===== src/rtl/fp32_mul.sv =====
// Pipelined IEEE-754 binary32 multiplier (out = in1 * in2), round-to-nearest-even,
// gradual underflow, canonical qNaN. Operands are captured, multiplied, then normalised/rounded/packed.
module fp32_mul #(
    parameter int LATENCY = 2
) (
    input  logic        clk,
    input  logic        rst_n,
    input  logic        in_valid,
    input  logic [31:0] in1,
    input  logic [31:0] in2,
    output logic [31:0] out,
    output logic        out_valid,
    output logic        flag_invalid,
    output logic        flag_overflow,
    output logic        flag_underflow,
    output logic        flag_inexact
);

    typedef enum logic [1:0] {CLS_NUM, CLS_NAN, CLS_INF, CLS_ZERO} cls_e;

    typedef struct packed {
        logic               sign;
        cls_e               cls;
        logic               inv;
        logic signed [11:0] exp;
        logic [47:0]        prod;
    } s1_t;

    logic [LATENCY:0] vld_pipe;
    logic [31:0]      a_q, b_q;
    s1_t              s1_d, s1_q;

    always_ff @(posedge clk) begin
        if (!rst_n) begin
            vld_pipe <= '0;
            a_q      <= '0;
            b_q      <= '0;
            s1_q     <= '0;
        end else begin
            vld_pipe <= {vld_pipe[LATENCY-1:0], in_valid};
            a_q      <= in1;
            b_q      <= in2;
            s1_q     <= s1_d;
        end
    end

    // Stage 1: classify, form significands, multiply, sum exponents
    logic [7:0]  ea, eb, ea_eff, eb_eff;
    logic [22:0] fa, fb;
    logic [23:0] ma, mb;
    logic        a_zero, b_zero, a_inf, b_inf, a_nan, b_nan, a_snan, b_snan;

    assign ea     = a_q[30:23];
    assign eb     = b_q[30:23];
    assign fa     = a_q[22:0];
    assign fb     = b_q[22:0];
    assign ma     = {(ea != 8'd0), fa};
    assign mb     = {(eb != 8'd0), fb};
    assign ea_eff = (ea == 8'd0) ? 8'd1 : ea;
    assign eb_eff = (eb == 8'd0) ? 8'd1 : eb;
    assign a_zero = (ea == 8'd0) && (fa == 23'd0);
    assign b_zero = (eb == 8'd0) && (fb == 23'd0);
    assign a_inf  = (ea == 8'hff) && (fa == 23'd0);
    assign b_inf  = (eb == 8'hff) && (fb == 23'd0);
    assign a_nan  = (ea == 8'hff) && (fa != 23'd0);
    assign b_nan  = (eb == 8'hff) && (fb != 23'd0);
    assign a_snan = a_nan && !fa[22];
    assign b_snan = b_nan && !fb[22];

    always_comb begin
        s1_d      = '0;
        s1_d.sign = a_q[31] ^ b_q[31];
        s1_d.prod = {24'd0, ma} * {24'd0, mb};
        s1_d.exp  = $signed({4'd0, ea_eff}) + $signed({4'd0, eb_eff}) - 12'sd127;
        s1_d.cls  = CLS_NUM;
        if (a_nan || b_nan) begin
            s1_d.cls = CLS_NAN;
            s1_d.inv = a_snan || b_snan;
        end else if ((a_inf && b_zero) || (b_inf && a_zero)) begin
            s1_d.cls = CLS_NAN;
            s1_d.inv = 1'b1;
        end else if (a_inf || b_inf) begin
            s1_d.cls = CLS_INF;
        end else if (a_zero || b_zero) begin
            s1_d.cls = CLS_ZERO;
        end
    end

    function automatic logic [5:0] lzc48(input logic [47:0] v);
        logic [5:0] n;
        n = 6'd0;
        for (int i = 0; i < 48; i++)
            if (v[i]) n = 6'(47 - i);
        return n;
    endfunction

    // Stage 2: normalise, denormalise, round, pack
    logic [5:0]         lz, sh;
    logic [47:0]        norm, mask, m;
    logic signed [11:0] e, dsh, ef;
    logic               tiny_pre, tiny, lost, g, r, st, up, inexact, ovf;
    logic [24:0]        rnd;
    logic [31:0]        res;
    logic [3:0]         flags;

    always_comb begin
        lz       = lzc48(s1_q.prod);
        norm     = s1_q.prod << lz;
        e        = s1_q.exp + 12'sd1 - $signed({6'd0, lz});
        tiny_pre = (e < 12'sd1);
        dsh      = 12'sd1 - e;
        sh       = 6'd0;
        if (tiny_pre)
            sh = (dsh > 12'sd48) ? 6'd48 : dsh[5:0];
        mask     = (sh == 6'd48) ? '1 : ((48'd1 << sh) - 48'd1);
        lost     = |(norm & mask);
        m        = norm >> sh;
        g        = m[23];
        r        = m[22];
        st       = (|m[21:0]) | lost;
        up       = g & (r | st | m[24]);
        rnd      = {1'b0, m[47:24]} + {24'd0, up};
        inexact  = g | r | st;
        // With unbounded exponent, a value just under 2^-126 whose 24-bit rounding carries is not tiny
        tiny     = tiny_pre && !((e == 12'sd0) && (&norm[47:23]));
        if (tiny_pre)
            ef = {11'd0, rnd[23]};
        else
            ef = e + $signed({11'd0, rnd[24]});
        ovf      = !tiny_pre && (ef >= 12'sd255);
        res      = {s1_q.sign, ef[7:0], rnd[22:0]};
        flags    = {2'b00, tiny & inexact, inexact};
        if (ovf) begin
            res   = {s1_q.sign, 8'hff, 23'd0};
            flags = 4'b0101;
        end
        case (s1_q.cls)
            CLS_NAN: begin
                res   = 32'h7fc00000;
                flags = {s1_q.inv, 3'b000};
            end
            CLS_INF: begin
                res   = {s1_q.sign, 8'hff, 23'd0};
                flags = 4'b0000;
            end
            CLS_ZERO: begin
                res   = {s1_q.sign, 31'd0};
                flags = 4'b0000;
            end
            default: ;
        endcase
    end

    always_ff @(posedge clk) begin
        if (!rst_n) begin
            out <= '0;
            {flag_invalid, flag_overflow, flag_underflow, flag_inexact} <= 4'b0000;
        end else if (vld_pipe[LATENCY-1]) begin
            out <= res;
            {flag_invalid, flag_overflow, flag_underflow, flag_inexact} <= flags;
        end
    end

    assign out_valid = vld_pipe[LATENCY];

endmodule


===== config.mk =====
export PLATFORM = sky130hd
export DESIGN_NAME = fp32_mul
export DESIGN_NICKNAME = d
export VERILOG_FILES = /design/src/rtl/fp32_mul.sv
export SDC_FILE = /design/constraint.sdc
export NUM_CORES = 2
export LEC_CHECK = 0
export BUFFER_PORTS_ARGS = -buffer_cell sky130_fd_sc_hd__buf_2
export CORE_UTILIZATION = 55
export CTS_CLUSTER_DIAMETER = 100
export DETAILED_ROUTE_END_ITERATION = 16
export PLACE_DENSITY = 0.82
export REMOVE_ABC_BUFFERS = 1
export SKIP_LAST_GASP = 1
export SLEW_MARGIN = 40
export SYNTH_ARGS = -nofsm -noshare
export SYNTH_HDL_FRONTEND = slang
export SYNTH_SLANG_ARGS = --single-unit

===== constraint.sdc =====
create_clock -name clk -period 20.1 [get_ports clk]
set_input_delay 3.015 -clock clk [delete_from_list [all_inputs] [get_ports clk]]
set_output_delay 3.015 -clock clk [all_outputs]
set_load 0.005 [all_outputs]

==> results.md <==
* Seq cells post-synth at roughly 170
* Die X at approximately 250 um
* CP peak stage delay at 0.65 ns
* Max-slew violations at 0
* Post-synth ARST share at 0%
* I/O Buffers at 103
* Final WL at 114.5 mm
* Crit-path max FO at 40
* DRC at 0
* Worst setup SP type: register
* Peak Freq at around 0.073 GHz
* Crit path max-delay cell type: nor4_1
* Worst min path class: reg -> reg
* Worst clock skew at 0.02243 ns
* Initial antenna violation count at 2
* Global-route wire length before repair at around 180 mm
* DIE HEIGHT at about 250 um
* Final net count at 4932
* Relative slew slack at a little over a third
* Ys flop type: dfxtp_1
* Die area at 63330 um^2
* Number of flops mapped to enable cells by yosys at 0
* Clock latency at the later pin of the worst-skew pair at a little under 0.5 ns
* Total GRT Usage at 36.56%
* DR iter-0 viols at 4123
* R2R setup slack at 6.45 ns
* Placed cell area at 35430 um^2
* Wire per inst at 22.82 um
* Final period util at 67.90%
* Worst reg2reg path depth at 43
* Num CTS Buffers at 17
* Register area share after synthesis at 9.635%
* Mapped Avg Cell Area at around 8.1 um^2
* Rows at between 90 and 100
* Post-DP HPWL at roughly 87 mm
* R2r endpoint: out[21]$_SDFFE_PN0P_
* Crit path time final at 13.65 ns
* Gpl congestion at 1.081
* Hold_sp: out[18]$_SDFFE_PN0P_
* MaxCap Viol Count at 0
* Final Hold Viols at 0
* DR vias/cell at 6.441
* H-tree Lvls at 4
* Hold path cells at 2
* RSZ-0062 raised after global routing: false
* Post-cts sizing count at 0
* Syn-to-layout area delta at 5.259%
* CTS Buffer Depth at 2
* Setup_tns at 0 ns
* Yosys top cell by area: fa_1
* Area share of the largest cell type after synthesis at 28.26%
* Setup repair bufs after CTS at 0
* Synthesis warning total at 0
* Hold endpoint: out[18]$_SDFFE_PN0P_
* # fillers at 5338
* CTS tree: done
* IO Count at 104
* Largest net degree at the start of global routing at 91
* Worst r2r src: s1_q[45]$_SDFF_PN0_
* Worst Tran Pin Value at 0.9504 ns
* Final setup viols at 0
* Clock sinks at 165
* Share of cells above drive strength 1 at 9.404%
* Worst-path clk slew at 0.08 ns
* Sequential standard cell area at between 3000 and 4000 um^2
* Outcome: finished, final reports clean
* Worst setup path class: reg -> reg
* Worst path required time at 20.46 ns
* Synth top area cells: fa_1, dfxtp_1, ha_1, nand2_1, inv_1
* Arr. time, crit path at 14.01 ns
* Vias in the first global route at 32.49k
* Synthesized area at 34280 um^2
* Final instance area at about 36000 um^2
* Synth Instances at 4213
* Antenna Nets Post-Route at 0
* Via count at 32.31k
* Most common cell on crit path: ha_1
* CTS Hold Buffers Added at 0
* GRT overflow at 0
* Initial Util at a little under three fifths
* Clock root buffer master: clkbuf_16
* Core Region at 61600 um^2
* Yosys cell types at 122
* CP endpoint kind: register
* Area of the multi-input gates at approximately 28000 um^2
* TritonRoute pass-1 iters at 7
## routing by layer
metal | global-route usage [%] | vias to the layer above | share of wire, %
met3 | 8.202 | 454 | 11
met1 | 47.53 | 15670 | 39
met5 | 0 | - | 0.0096
met2 | 57.44 | 2091 | 45
li1 | - | 14100 | -
met4 | 18.00 | 2 | 5.3
## cell usage after synthesis, types with 15 or more instances
| cell | n |
|---|---|
| nor4_1 | 42 |
| nand4_1 | 49 |
| dfxtp_1 | 165 |
| o211a_1 | 16 |
| xor2_1 | 34 |
| o21a_1 | 23 |
| a22oi_1 | 19 |
| o32ai_1 | 15 |
| a21oi_1 | 167 |
| buf_2 | 43 |
| nand2_1 | 573 |
| a2111oi_0 | 18 |
| and3_1 | 21 |
| o22ai_1 | 34 |
| o21ai_0 | 136 |
| o21ai_1 | 38 |
| mux2i_1 | 54 |
| or3_1 | 19 |
| xnor2_1 | 45 |
| nand2b_1 | 23 |
| fa_1 | 484 |
| a21o_1 | 36 |
| o211ai_1 | 48 |
| inv_1 | 533 |
| nand3_1 | 98 |
| a221oi_1 | 15 |
| and2_1 | 302 |
| clkbuf_1 | 184 |
| ha_1 | 214 |
| nor2_1 | 245 |
| a211oi_1 | 45 |
| a31oi_1 | 29 |
| nor3_1 | 103 |
## cells by family (layout without fill, tap and decap cells)
family	Yosys count	after routing	share of synthesized area [%]
AND/OR/NAND/NOR	1563	1563	22.61
AO/OA/AOI/OAI	838	838	17.86
buffers and inverters	792	758	9.194
adder cells (fa/ha/maj)	698	698	36.07
flip-flops	165	165	9.635
XOR/XNOR	80	80	2.084
multiplexers	77	77	2.540
other	0	1	0
## cell usage in the layout, fill, tap and decap left out, types with 36 or more instances in the layout
| master | n |
|---|---|
| a211oi_1 | 44 |
| a21o_1 | 36 |
| a21oi_1 | 165 |
| and2_1 | 302 |
| buf_2 | 103 |
| buf_4 | 81 |
| dfxtp_1 | 153 |
| fa_1 | 484 |
| ha_1 | 214 |
| inv_1 | 533 |
| mux2i_1 | 53 |
| nand2_1 | 573 |
| nand3_1 | 98 |
| nand4_1 | 49 |
| nor2_1 | 243 |
| nor3_1 | 102 |
| nor4_1 | 42 |
| o211ai_1 | 48 |
| o21ai_0 | 132 |
| o21ai_1 | 40 |
| xnor2_1 | 45 |
## flip-flops by register name, summed over array words and instances (netlist names)
| name | count |
|---|---|
| a_q | 32 |
| b_q | 32 |
| flag_inexact | 1 |
| flag_invalid | 1 |
| flag_overflow | 1 |
| flag_underflow | 1 |
| out | 32 |
| s1_q | 62 |
| vld_pipe | 3 |
## stage by stage
stage                     instances  setup slack [ns]  hold slack [ns]  util, %
after floorplan                3963             7.042           0.4118        -
after global placement         4983             7.275           0.4127    57.42
after detailed placement       4984             6.962           0.4391    57.52
after CTS                      5015             6.853           0.4504    58.52
after global routing           5016             5.380           0.4755    58.58
final                          5017             6.452           0.4482    58.58
## worst max-delay path: cells and delay by family (launching register included)
family	cells	cell delay, ns
AO/OA/AOI/OAI	11	3.40
buffers and inverters	5	1.30
AND/OR/NAND/NOR	21	6.24
flip-flops	1	0.45
adder cells (fa/ha/maj)	4	1.21
multiplexers	2	0.83
## worst max-delay path by stage
stage | from | endpoint | depth (start not counted)
2_1_floorplan | s1_q[16]$_SDFF_PN0_ | out[21]$_SDFFE_PN0P_ | 39
3_3_place_gp | s1_q[45]$_SDFF_PN0_ | out[21]$_SDFFE_PN0P_ | 43
3_5_place_dp | s1_q[45]$_SDFF_PN0_ | out[21]$_SDFFE_PN0P_ | 43
4_1_cts | s1_q[45]$_SDFF_PN0_ | out[21]$_SDFFE_PN0P_ | 43
5_1_grt | s1_q[45]$_SDFF_PN0_ | out[21]$_SDFFE_PN0P_ | 43
6_report | s1_q[45]$_SDFF_PN0_ | out[21]$_SDFFE_PN0P_ | 43
## cell type report
cell class              count  area share [%]
multi-input cells        3256           77.37
flip-flops and latches    165           9.196
inverters                 542           5.652
repair buffers            185           3.169
well taps                 837           2.902
clock buffers              17           1.179
clock inverters            14          0.5236
diodes                      1        0.006935
Power is left out: the tool's default activity adds up to more than one toggle a clock period on the data nets, which glitch-free logic cannot reach.
